`config.mk`:
```
export PLATFORM = sky130hd
export DESIGN_NAME = spi_slave_param
export DESIGN_NICKNAME = d
export VERILOG_FILES = /design/src/rtl/spi_slave_param.sv
export SDC_FILE = /design/constraint.sdc
export NUM_CORES = 1
export LEC_CHECK = 0
export BUFFER_PORTS_ARGS = -buffer_cell sky130_fd_sc_hd__buf_2
export CAP_MARGIN = 20
export CORE_ASPECT_RATIO = 1.75
export CORE_MARGIN = 10
export CORE_UTILIZATION = 52
export DETAILED_ROUTE_END_ITERATION = 6
export GPL_TIMING_DRIVEN = 1
export PLACE_DENSITY_LB_ADDON = 0.05
export SYNTH_ARGS = -nofsm -noshare
export SYNTH_HDL_FRONTEND = slang
export SYNTH_SLANG_ARGS = --single-unit
```
`constraint.sdc`:
```
create_clock -name clk -period 1.9 [get_ports clk]
set_input_delay 0.285 -clock clk [delete_from_list [all_inputs] [get_ports clk]]
set_output_delay 0.285 -clock clk [all_outputs]
set_load 0.1 [all_outputs]
```
`src/rtl/spi_slave_param.sv`:
```
// SPI slave front end: deserialises command+payload frames from MOSI and, for
// read-data frames, serialises the RAM response onto MISO with a bounded wait.
module spi_slave_param #(
    parameter int DATA_W     = 8,
    parameter int TX_TIMEOUT = 16
) (
    input  logic              clk,
    input  logic              rst,
    input  logic              MOSI,
    input  logic              SS_n,
    input  logic              tx_valid,
    input  logic [DATA_W-1:0] tx_data,
    output logic              MISO,
    output logic              rx_valid,
    output logic [DATA_W+1:0] rx_data,
    output logic              frame_err
);
    localparam int FRAME_W = DATA_W + 2;
    localparam int CNT_W   = $clog2(FRAME_W);
    localparam int TO_W    = $clog2(TX_TIMEOUT + 1);
    localparam logic [CNT_W-1:0] LAST_BIT = CNT_W'(FRAME_W - 1);
    localparam logic [CNT_W-1:0] TX_LAST  = CNT_W'(DATA_W);
    localparam logic [TO_W-1:0]  TO_LIMIT = TO_W'(TX_TIMEOUT);

    typedef enum logic [2:0] {IDLE, CHK_CMD, WRITE, READ_ADD, READ_DATA} state_t;
    // Progress inside a routed frame: receiving, waiting for RAM, driving MISO, holding.
    typedef enum logic [1:0] {PH_RX, PH_WAIT, PH_SHIFT, PH_DONE} phase_t;

    state_t            state_reg, state_next;
    phase_t            phase_reg, phase_next;
    logic [CNT_W-1:0]  bit_cnt_reg, bit_cnt_next;
    logic [TO_W-1:0]   tout_cnt_reg, tout_cnt_next;
    logic [DATA_W:0]   shift_reg, shift_next;
    logic [DATA_W-1:0] tx_shift_reg, tx_shift_next;
    logic              rd_addr_seen_reg, rd_addr_seen_next;
    logic              miso_reg, miso_next;
    logic              rx_valid_reg, rx_valid_next;
    logic [DATA_W+1:0] rx_data_reg, rx_data_next;
    logic              frame_err_reg, frame_err_next;

    always_comb begin
        state_next        = state_reg;
        phase_next        = phase_reg;
        bit_cnt_next      = bit_cnt_reg;
        tout_cnt_next     = tout_cnt_reg;
        shift_next        = shift_reg;
        tx_shift_next     = tx_shift_reg;
        rd_addr_seen_next = rd_addr_seen_reg;
        miso_next         = miso_reg;
        rx_data_next      = rx_data_reg;
        rx_valid_next     = 1'b0;
        frame_err_next    = 1'b0;

        case (state_reg)
            IDLE: begin
                if (!SS_n) state_next = CHK_CMD;
            end
            CHK_CMD: begin
                if (SS_n) begin
                    frame_err_next = 1'b1;
                    state_next     = IDLE;
                end else begin
                    shift_next   = {shift_reg[DATA_W-1:0], MOSI};
                    bit_cnt_next = CNT_W'(1);
                    if (!MOSI)                 state_next = WRITE;
                    else if (rd_addr_seen_reg) state_next = READ_DATA;
                    else                       state_next = READ_ADD;
                end
            end
            default: begin
                case (phase_reg)
                    PH_RX: begin
                        // The last bit completes the frame even if SS_n rises on that edge.
                        if (bit_cnt_reg == LAST_BIT) begin
                            rx_valid_next = 1'b1;
                            rx_data_next  = {shift_reg, MOSI};
                            tout_cnt_next = '0;
                            if (state_reg == READ_ADD) rd_addr_seen_next = 1'b1;
                            phase_next = (state_reg == READ_DATA) ? PH_WAIT : PH_DONE;
                            if (SS_n) state_next = IDLE;
                        end else if (SS_n) begin
                            frame_err_next = 1'b1;
                            state_next     = IDLE;
                        end else begin
                            shift_next   = {shift_reg[DATA_W-1:0], MOSI};
                            bit_cnt_next = bit_cnt_reg + 1'b1;
                        end
                    end
                    PH_WAIT: begin
                        // Count 0 marks the rx_valid cycle, which is outside the wait window.
                        if (SS_n) begin
                            state_next = IDLE;
                        end else if (tout_cnt_reg == '0) begin
                            tout_cnt_next = TO_W'(1);
                        end else if (tx_valid) begin
                            miso_next     = tx_data[DATA_W-1];
                            tx_shift_next = tx_data << 1;
                            bit_cnt_next  = CNT_W'(1);
                            phase_next    = PH_SHIFT;
                        end else if (tout_cnt_reg == TO_LIMIT) begin
                            frame_err_next    = 1'b1;
                            rd_addr_seen_next = 1'b0;
                            phase_next        = PH_DONE;
                        end else begin
                            tout_cnt_next = tout_cnt_reg + 1'b1;
                        end
                    end
                    PH_SHIFT: begin
                        if (bit_cnt_reg == TX_LAST) begin
                            miso_next         = 1'b0;
                            rd_addr_seen_next = 1'b0;
                            phase_next        = PH_DONE;
                            if (SS_n) state_next = IDLE;
                        end else if (SS_n) begin
                            frame_err_next    = 1'b1;
                            rd_addr_seen_next = 1'b0;
                            state_next        = IDLE;
                        end else begin
                            miso_next     = tx_shift_reg[DATA_W-1];
                            tx_shift_next = tx_shift_reg << 1;
                            bit_cnt_next  = bit_cnt_reg + 1'b1;
                        end
                    end
                    default: begin
                        if (SS_n) state_next = IDLE;
                    end
                endcase
            end
        endcase

        // Any return to IDLE clears the per-frame counters on that same edge.
        if (state_next == IDLE) begin
            phase_next    = PH_RX;
            bit_cnt_next  = '0;
            tout_cnt_next = '0;
            miso_next     = 1'b0;
        end
    end

    always_ff @(posedge clk) begin
        if (rst) begin
            state_reg        <= IDLE;
            phase_reg        <= PH_RX;
            bit_cnt_reg      <= '0;
            tout_cnt_reg     <= '0;
            shift_reg        <= '0;
            tx_shift_reg     <= '0;
            rd_addr_seen_reg <= 1'b0;
            miso_reg         <= 1'b0;
            rx_valid_reg     <= 1'b0;
            rx_data_reg      <= '0;
            frame_err_reg    <= 1'b0;
        end else begin
            state_reg        <= state_next;
            phase_reg        <= phase_next;
            bit_cnt_reg      <= bit_cnt_next;
            tout_cnt_reg     <= tout_cnt_next;
            shift_reg        <= shift_next;
            tx_shift_reg     <= tx_shift_next;
            rd_addr_seen_reg <= rd_addr_seen_next;
            miso_reg         <= miso_next;
            rx_valid_reg     <= rx_valid_next;
            rx_data_reg      <= rx_data_next;
            frame_err_reg    <= frame_err_next;
        end
    end

    assign MISO      = miso_reg;
    assign rx_valid  = rx_valid_reg;
    assign rx_data   = rx_data_reg;
    assign frame_err = frame_err_reg;
endmodule

```
* Word level (Yosys, flattened, before mapping) *
Cells that the tools add are included.
W data, S select, Z words.

cells by class
  add/sub/neg operators = 2
  equality and inequality tests = 29
  multiplexer cells = 64
  bitwise operators = 3
  reduce and logical (&&, ||, !) cells = 20

operator list
  operator              count
  $mux W8               5
  $mux W4               7
  $mux W9               3
  $mux W5               5
  $ne A2 B2 Y1 const B  11
  $mux W1               21
  $pmux W9 S2           1
  $pmux W8 S2           1
  $mux W3               5
  $ne A3 B3 Y1 const B  5
  $mux W2               7
  $reduce_and A7 Y1     2
  $ne A3 B2 Y1 const B  4
  $pmux W4 S3           1
  $reduce_and A6 Y1     2
  $pmux W5 S2           1
  $reduce_and A9 Y1     1
  $eq A4 B4 Y1 const B  2
  $pmux W4 S2           1
  $reduce_and A8 Y1     1
  $logic_not A3 Y1      2
  $pmux W1 S3           2
  $pmux W2 S3           1
  $pmux W3 S2           1
  other kinds (19)      26

word-level totals
  flip-flop bits (word level) = 45
  word-level logic and storage cells = 129

* Logic depth before layout (Yosys ltp) *
Gate-level depths: netlist of run 1.

  depth in word-level cells = 7
  depth in mapped cells = 9
  mapped depth without buffers = 7

* Worst setup path after synthesis of run 1 *
OpenSTA, ideal clock, no wires.

  kind = register to register
  start point = reg phase_reg[1]
  end point = reg tout_cnt_reg[3]
  library setup time = 71 ps
  data arrival time = 1,937 ps
  required time = 1,829 ps
  path slack = -108 ps
  cell stages (with the launch flop) = 8
  buffers on the path = 0
  clock period less this slack = 2,008 ps
  cell sequence = dfxtp_1 -> inv_1 -> ha_1 -> and2_1 -> a2111oi_4 -> nand3_4 -> or4_1 -> a21oi_1

on the way
  word-level cells in the longest chain between the ends = 3

RTL lines
  what                                                   RTL line  source
  from (decl)                                            30        phase_t phase_reg, phase_next;
  from (signal assigned)                                 155       phase_reg <= phase_next;
  $eq A2 B1 Y1 or $logic_not A2 Y1 (tied branches)       71        case (phase_reg)
  $ne A3 B3 Y1 (no source line) (tied with other cells)  --
  $reduce_and A6 Y1 (no source line)                     --
  to (signal assigned)                                   157       tout_cnt_reg <= tout_cnt_next;
  to (decl)                                              32        logic [TO_W-1:0] tout_cnt_reg, tout_cnt_next;

Parallel ways exist; a longest one is shown, timed or not.
A chain may end at the register's enable or synchronous reset.

* Worst setup path in the final report of run 1 *
  start point = reg tout_cnt_reg[1]
  end point = reg tout_cnt_reg[3]

on the way
  word-level cells in the longest chain between the ends = 6

RTL lines
  what           RTL line  source
  $add A5 B1 Y5  105       tout_cnt_next = tout_cnt_reg + 1'b1;
  $mux W5        100       end else if (tout_cnt_reg == TO_LIMIT) begin
  $mux W5        95        end else if (tx_valid) begin
  $mux W5        93        end else if (tout_cnt_reg == '0) begin
  $mux W5        91        if (SS_n) begin
  $pmux W5 S2    71

Parallel ways exist; a longest one is shown, timed or not. The select of a mux whose other input is x is not followed.

==> results of run 1 <==
==> Yosys cell counts, drive strengths merged, types with 3 or more instances <==
cell type | number | share of area (%)
nor3 | 3 | 0.67
mux2 | 7 | 3.5
o21ai | 6 | 1.3
nor2b | 6 | 1.7
dfxtp | 44 | 39
a2111oi | 3 | 2.0
nor2 | 39 | 6.5
mux2i | 28 | 13
nand3b | 3 | 1.0
buf | 5 | 1.3
nand2 | 12 | 2.0
inv | 12 | 2.0
ha | 9 | 5.0
nand3 | 10 | 3.4
a21oi | 15 | 3.4
clkbuf | 6 | 1.0
==> cells by family after synthesis <==
group | after synthesis
flops | 44
mux | 35
simple gates | 88
buf+inv | 23
compound gates | 46
fa+ha+maj | 9
==> final cells by class <==
cell class | instances | area, um^2 | share of cell area, %
Timing Repair Buffer | 62 | 422.9 | 14.64
Multi-Input combinational cell | 178 | 1354 | 46.86
Sequential cell | 44 | 887.1 | 30.71
Clock inverter | 3 | 50.05 | 1.732
Tap cell | 49 | 61.31 | 2.122
Inverter | 12 | 45.04 | 1.559
Clock buffer | 5 | 68.82 | 2.382
==> worst max-delay path: cells and delay by family, from the launching register on <==
kind                       cells  cell delay [ps]
and+or+nand+nor                3              780
adders and majority gates      1              150
buffers and inverters          1               50
DFF                            1              340
AOI/OAI and AO/OA              2              530
==> timing repair <==
action	CTS	global route
buffers inserted	0	1
setup endpoints to repair	16	19
hold buffers	0	0
gates resized for setup	3	26
pin swaps	1	10
==> final timing paths <==
| kind | slack (ps) | endpoint | cells after the start | from |
|---|---|---|---|---|
| max | -5 | tout_cnt_reg[3] | 7 | tout_cnt_reg[1] |
| max reg2reg | -5 | tout_cnt_reg[3] | 7 | tout_cnt_reg[1] |
| min reg2reg | 480 | MISO | 1 | MISO |
| min | 290 | state_reg[0] | 3 | MOSI |
==> where the power goes <==
group          leakage, uW  total, uW  switching [uW]  internal, uW
Sequential        0.000357        930            4.32           926
Clock            0.0000607        761             355           406
Combinational     0.000785        111            64.8          46.3
==> layer usage <==
metal / global-route usage, % / wire [um] / vias to the layer above
met1: 13.92 / 2065 / 912
met3: 3.047 / 148 / 12
met4: 6.936 / 129 / 0
li1: - / - / 984
met5: 0 / 0 / -
met2: 27.62 / 2943 / 34
==> through the flow <==
step | utilization (%) | hold slack (ps)
final | 69.61 | 285.8
after global routing | 69.61 | 315.6
after CTS | 67.71 | 288.6
after detailed placement | 64.58 | 463.1
after global placement | 64.58 | 441.7
after floorplan | - | 432.2
==> flow_metrics.py, run 1 <==
metrics = {
    "placed_design": {
        "pre_cts_ws_ps": -87.16,
        "hpwlAfterDp_mm": 3.984,
        "portBuffers": 25,
        "dpl_cell_area_um2": 2680,
        "placed_cells": 345,
        "gp_congestion": 0.8684,
    },
    "cells_and_area": {
        "drive_above_1_share_pct": 35.20,
        "largest_register_ffs": 10,
        "finalNonFillerCells": 353,
        "nFillCells": 324,
        "area_growth_pct": 29.21,
        "finalNetCount": 325,
        "final_cell_mix": "dfxtp_1, nor2_1, buf_4, mux2i_1, buf_2",
        "stdcell_area_um2": 2889,
        "diodes": 0,
    },
    "route": {
        "vias": 1942,
        "ant_nets": 0,
        "dr.pass1.iters": 4,
        "drtIter0Drc": 97,
        "viasPerCell": 5.501,
        "wl_per_cell_um": 14.98,
        "route.detailed.drc": 0,
        "routed_wl_mm": 5.288,
    },
    "worst_setup_path": {
        "crit_path_start_kind": "flop",
        "cp.required_ps": 2150,
        "slowest_stage": "or4_4",
        "crit_type": "flop to flop",
        "path_cells": "inv_2 -> ha_4 -> and4bb_4 -> a2111oi_4 -> nand3_4 -> or4_4 -> a21oi_2",
        "crit_fanout": 4,
        "slowest_delay_ps": 430,
        "worstPathArrival_ps": 2150,
        "end_kind": "flop",
    },
    "logic_synthesis": {
        "synthMuxAreaShare_pct": 16.06,
        "synthSimpleGateAreaFrac_pct": 20.37,
        "seq_area_frac_synth_pct": 39.40,
        "synth_top_family_by_area": "simple AND/OR/NAND/NOR gates",
        "ys_warn_count": 0,
        "ys_ff_latch": 44,
        "synth-xor-area-share_pct": 0,
        "synthFlopType": "dfxtp_1",
        "ys_types": 50,
        "synth_edf_count": 0,
        "syn_area_per_cell_um2": 9.126,
        "synthCells": 245,
        "syn_area_um2": 2236,
        "syn_nets": 267,
        "yosys.area_share.adder_pct": 5.036,
        "synth_compound_gate_area_share_pct": 14.77,
        "async_flop_share_pct": 0,
    },
    "sta": {
        "slew_violations": 0,
        "final.setup.tns_ps": -4.713,
        "fmax_ghz": 0.5250,
        "timing.final.crit_share_pct": 100.2,
        "worst_pin_slew_ps": 494.7,
        "fin_crit_ps": 1905,
        "setup_ws_ps": -4.713,
        "maxSlewHeadroom_pct": 67.24,
        "rsz0062_at_grt": "true",
        "setup_viol": 1,
        "hold_violations": 0,
        "fin_skew_ps": 9.001,
    },
    "grt": {
        "antenna_found_initial": 0,
        "grt_max_degree": 30,
        "gr-total-overflow": 0,
        "grt_pass1_wl_mm": 8.976,
        "grt_pass1_vias": 1990,
        "grt.total_usage_pct": 14.35,
    },
    "power": {
        "p_leak_uw": 0.001203,
        "power.density_nw_per_um2": 623.8,
        "finalPower_uw": 1802,
        "vdd_ir_drop_max_mv": 0.6498,
    },
    "clock_network": {
        "cts.clk_slew.worst_paths_ps": 90,
        "htreeDepth": 2,
        "cts-root-buf": "clkbuf_8",
        "clock_sinks": 44,
        "cts_buffers": 5,
        "cts_buffer_depth": 2,
        "clock_latency_ps": 310,
        "cts_tree": "yes",
    },
    "floorplanning": {
        "initial_core_util_pct": 53.87,
        "io_pins": 26,
        "core-area_um2": 4150,
        "row_count": 31,
        "die_x_um": 69.57,
        "dieArea_um2": 7426,
        "die_h_um": 106.7,
    },
    "min_path": {
        "min_path_type": "primary input to flop",
    },
    "job": {
        "cap_violations": 0,
    },
    "run_status": {
        "violations": "negative setup slack",
        "status": "complete, but fails checks",
    },
}
Note: power is estimated with default switching activity, not from simulation.
==> run 2, diff against run 1 <==
Settings changed: CORE_UTILIZATION 52 to 54, CTS_BUF_LIST from default to sky130_fd_sc_hd__clkbuf_8, MAX_ROUTING_LAYER from default to met4.
==> run 2 against run 1 <==
  * The run now ends clean
  * Final cell count grew 0.28%
  * Power shrank 10%
  * Global-route usage grew 2.7 points
  * Final area grew 0.17%
  * Clock-buffer cell count is the same
  * Worst setup slack gained 27 ps
  * Sequential cell count is the same
  * Wire length grew 6.8%
  * Worst hold slack lost 11 ps
  * Via count grew 2.7%
  * First-iteration DRC count shrank 12%
  * Critical path depth is the same
  * Critical path type unchanged
  * Highest routed layer unchanged
==> flow_metrics.py, run 2 (synthesis gave the netlist of run 1 again) <==
metrics = {
    "run_status": {
        "status": "complete, no violations",
    },
    "clock_network": {
        "cts_buffer_depth": 2,
        "cts.clk_slew.worst_paths_ps": 80,
        "cts-root-buf": "clkbuf_8",
        "clock_latency_ps": 300,
        "clock_sinks": 44,
        "hold_buffers": 0,
        "cts_tree": "yes",
        "cts_buffers": 5,
        "htreeDepth": 2,
    },
    "floorplanning": {
        "core-area_um2": 3941,
        "die_h_um": 105.1,
        "initial_core_util_pct": 56.73,
        "io_pins": 26,
        "dieArea_um2": 7215,
        "die_x_um": 68.64,
        "row_count": 30,
    },
    "power": {
        "power.density_nw_per_um2": 558.9,
        "vdd_ir_drop_max_mv": 0.4708,
        "p_leak_uw": 0.001186,
    },
    "worst_setup_path": {
        "crit_type": "flop to flop",
        "critPathBufInv": 1,
        "cp.required_ps": 2150,
        "crit_fanout": 5,
        "cp_top_family": "simple AND/OR/NAND/NOR gates",
        "worstPathArrival_ps": 2120,
        "end_kind": "flop",
        "reg2reg_from": "tout_cnt_reg[0]",
        "slowest_delay_ps": 510,
        "cp-startpoint": "tout_cnt_reg[0]",
        "path_cells": "inv_2 -> ha_4 -> or4b_4 -> nand3_4 -> nand3_4 -> or4_4 -> a21oi_2",
        "cp_common_cell": "nand3_4",
        "slowest_stage": "or4b_4",
        "crit_path_start_kind": "flop",
    },
    "route": {
        "route.detailed.drc": 0,
        "wl_per_cell_um": 15.96,
        "dr.pass1.iters": 4,
        "routed-wl-met2_mm": 3.098,
        "wl_met1_mm": 2.220,
        "ant_nets": 0,
        "viasPerCell": 5.633,
        "vias": 1994,
        "routed_wl_mm": 5.650,
        "top_layer": "met4",
        "wl_met3_um": 170,
        "drtIter0Drc": 85,
    },
    "cells_and_area": {
        "area_growth_pct": 29.44,
        "nFillCells": 316,
        "finalNetCount": 328,
        "drive_above_1_share_pct": 37.25,
        "final_common_cell": "nor2_1",
        "stdcell_area_um2": 2894,
        "final_cell_mix": "nor2_1, dfxtp_1, buf_4, mux2i_1, buf_2",
        "largest_register_ffs": 10,
        "diodes": 0,
    },
    "job": {
        "cap_violations": 0,
    },
    "grt": {
        "grt_max_degree": 30,
        "antenna_found_initial": 0,
        "gr-total-overflow": 0,
        "grt_pass1_wl_mm": 9.453,
        "grt_pass1_vias": 2080,
        "grt.total_usage_pct": 17.05,
    },
    "sta": {
        "slew_violations": 0,
        "hold_violations": 0,
        "final.setup.tns_ps": 0,
        "fin_skew_ps": 5.685,
        "setup_ws_ps": 22.20,
        "hold_ws_ps": 274.3,
        "maxSlewHeadroom_pct": 65.31,
        "rsz0062_at_grt": "true",
        "fin_crit_ps": 1878,
        "timing.final.crit_share_pct": 98.83,
        "fmax_ghz": 0.5325,
        "worst_pin_slew_ps": 518.4,
        "setup_viol": 0,
    },
    "min_path": {
        "min_path_type": "primary input to flop",
        "worstHoldStart": "MOSI",
    },
    "placed_design": {
        "pre_cts_ws_ps": -82.25,
        "gp_congestion": 0.8927,
        "dpl_cell_area_um2": 2659,
        "portBuffers": 25,
        "hpwlAfterDp_mm": 4.156,
    },
}
run 2: timing repair:
| item | in CTS | in global routing |
|---|---|---|
| buffers inserted | 1 | 4 |
| endpoints found under the setup margin | 11 | 19 |
| pin swaps | 1 | 9 |
| resized for setup | 10 | 27 |
run 2: stage by stage:
step	util [%]	total power, uW	cells
finish	73.43	1618	354
global route	73.43	1673	354
floorplan	-	1015	245
global placement	67.46	1060	343
detailed placement	67.46	1061	343
CTS	70.35	1623	351
run 2: routing by layer:
metal  vias to the layer above  global-route usage (%)
met5                         -                       -
met4                         0                   7.803
met3                        14                   3.529
met2                        38                   30.25
met1                       951                   16.45
li1                        991                       -
run 2: final timing paths:
path	depth (start not counted)	slack [ps]	to
setup / recovery	7	20	tout_cnt_reg[3]
hold / removal	3	270	state_reg[0]
setup reg to reg	7	20	tout_cnt_reg[3]
hold reg to reg	2	490	tx_shift_reg[7]
run 2: final cells by class:
type	count	area, um^2	share of cell area (%)
multi-input cells	178	1376	47.56
flip-flops and latches	44	890.9	30.78
inverters	12	45.04	1.556
well taps	48	60.06	2.075
repair buffers	65	440.4	15.22
clock buffers	5	68.82	2.378
clock inverters	2	12.51	0.4323
run 2: power by group:
group          internal (uW)  total (uW)  switching, uW
logic                   47.3         113           65.5
clock network            249         574            325
registers                926         931           4.77
run 2: worst register-to-register path, stage by stage, from the launching register on:
cell and delay (ps):
dfxtp_2 330, inv_2 60, ha_4 130, or4b_4 510
nand3_4 130, nand3_4 100, or4_4 440, a21oi_2 120
==> run 3, diff against run 2 <==
Settings changed: CORE_UTILIZATION 54 to 55.
Clock period 1.9 ns to 1.78 ns, I/O delays scaled along.
==> run 3 against run 2 <==
  * The flow now finishes with violations (negative setup slack)
  * Register-to-register slack worse by 120 ps
  * Sequential share of layout area is 2.2 points lower
  * Combinational power is 25% higher
  * Critical path depth is 1 higher
  * Largest power group unchanged
==> flow_metrics.py, run 3 (synthesis gave the netlist of run 1 again) <==
metrics = {
    "grt": {
        "antenna_found_initial": 0,
        "grt.total_usage_pct": 17.17,
        "grt_max_degree": 23,
        "grt_pass1_wl_mm": 9.453,
        "gr-total-overflow": 0,
        "grt_pass1_vias": 2081,
    },
    "sta": {
        "fmax_ghz": 0.5333,
        "hold_violations": 0,
        "rsz0062_at_grt": "true",
        "fin_skew_ps": 6.835,
        "slew_violations": 0,
        "hold_ws_ps": 252.5,
        "fin_crit_ps": 1875,
        "setup_ws_ps": -95.09,
        "worst_pin_slew_ps": 494.2,
        "maxSlewHeadroom_pct": 67.28,
        "setup_viol": 13,
        "timing.final.crit_share_pct": 105.3,
    },
    "placed_design": {
        "hpwlAfterDp_mm": 4.296,
        "gp_congestion": 0.9223,
        "portBuffers": 25,
    },
    "cells_and_area": {
        "largest_register_ffs": 10,
        "final_cell_mix": "buf_4, dfxtp_1, nor2_1, mux2i_1, buf_2",
        "drive_above_1_share_pct": 44.13,
        "nFillCells": 263,
        "final_common_cell": "buf_4",
        "finalNetCount": 336,
        "area_growth_pct": 39.40,
        "diodes": 0,
    },
    "worst_setup_path": {
        "slowest_stage": "or4b_4",
        "critPathCapture": "phase_reg[1]",
        "cp-startpoint": "tout_cnt_reg[1]",
        "end_kind": "flop",
        "worstPathArrival_ps": 2060,
        "crit_path_start_kind": "flop",
        "r2r_cells": 8,
        "path_cells": "inv_2 -> ha_4 -> or4b_4 -> buf_6 -> o21a_1 -> o211a_4 -> nor2_2 -> a211oi_2",
        "crit_type": "flop to flop",
        "cp.required_ps": 1970,
        "reg2reg_from": "tout_cnt_reg[1]",
        "timing.rr.end": "phase_reg[1]",
        "slowest_delay_ps": 520,
        "crit_fanout": 5,
        "r2r_slack_ps": -100,
    },
    "route": {
        "route.detailed.drc": 0,
        "viasPerCell": 5.758,
        "routed_wl_mm": 6.144,
        "dr.pass1.iters": 4,
        "drtIter0Drc": 69,
        "ant_nets": 0,
        "vias": 2090,
        "wl_per_cell_um": 16.93,
    },
    "power": {
        "p_seq_share_pct": 50.9,
        "switching_share_pct": 24.08,
        "power.density_nw_per_um2": 626.6,
        "power.internal_uw": 1483,
        "finalPower_uw": 1953,
        "p_leak_uw": 0.001257,
        "clkPwrFrac_pct": 41.8,
        "pwr-share-comb_pct": 7.2,
        "vdd_ir_drop_max_mv": 0.7037,
        "p_switching_uw": 470.3,
    },
    "clock_network": {
        "cts_buffers": 5,
        "cts.clk_slew.worst_paths_ps": 90,
        "cts_tree": "yes",
        "cts-root-buf": "clkbuf_8",
        "htreeDepth": 2,
        "clock_latency_ps": 310,
        "cts_buffer_depth": 2,
        "clock_sinks": 44,
    },
    "floorplanning": {
        "dieArea_um2": 7116,
        "core-area_um2": 3904,
        "die_x_um": 68.20,
        "io_pins": 26,
        "die_h_um": 104.3,
        "row_count": 30,
        "initial_core_util_pct": 57.28,
    },
    "run_status": {
        "violations": "negative setup slack",
        "status": "complete, but fails checks",
    },
    "min_path": {
        "min_path_type": "primary input to flop",
    },
    "job": {
        "cap_violations": 0,
    },
}
==> run 3: metrics by stage <==
stage	instance area, um^2	cells	setup TNS (ps)	worst slack [ps]	utilization [%]
after floorplan	2265	245	-78.12	-67.27	-
after global placement	2724	349	-313.2	-63.18	69.78
after detailed placement	2724	349	-873.4	-151.6	69.78
after CTS	2918	359	-407.2	-85.24	74.74
after global routing	3117	363	-1657	-151.4	79.84
final	3117	363	-509.1	-95.09	79.84
==> run 3: routing by layer <==
metal | GRT usage (%) | vias up | wire [um]
met3 | 2.805 | 25 | 169
met2 | 29.87 | 52 | 3433
met5 | - | - | 0
met1 | 17.38 | 1011 | 2250
met4 | 8.382 | 0 | 290
li1 | - | 1002 | -
==> run 3: power groups by stage <==
stage	clock network, uW	logic [uW]	registers, uW
finish	817	141	994
global route	872	152	995
CTS	830	123	994
detailed placement	0	121	1020
global placement	0	120	1020
floorplan	0	63.2	1020
==> run 3: layout make-up <==
class | instances | area [um^2] | area share, %
Clock inverter | 3 | 50.05 | 1.606
Inverter | 12 | 45.04 | 1.445
Multi-Input combinational cell | 178 | 1495 | 47.97
Clock buffer | 5 | 68.82 | 2.208
Timing Repair Buffer | 73 | 505.5 | 16.22
Sequential cell | 44 | 892.1 | 28.62
Tap cell | 48 | 60.06 | 1.927
==> run 3: repair_timing <==
item	in CTS	in global routing
cloned	0	1
hold buffers	0	0
buffers inserted	2	4
pin swaps	5	13
resized for setup	15	41
endpoints found under the setup margin	17	31
hold endpoints to repair	0	0
==> run 3: critical path: cells and delay by family, from the launching register on <==
family                     cells  cell delay [ps]
and+or+nand+nor                2              630
buffers and inverters          2              230
AOI/OAI and AO/OA              3              410
DFF                            1              340
adders and majority gates      1              130
==> run 3: how the worst min path moves through the flow <==
| stage | startpoint | end | slack (ps) | cells after the start |
|---|---|---|---|---|
| after floorplan | MOSI | shift_reg[0] | 410 | 2 |
| after detailed placement | rx_data[8] | rx_data[8] | 480 | 2 |
| after global routing | MOSI | state_reg[0] | 260 | 3 |
| after global placement | MISO | MISO | 440 | 1 |
| after CTS | MOSI | state_reg[0] | 250 | 3 |
| final | MOSI | state_reg[0] | 250 | 3 |
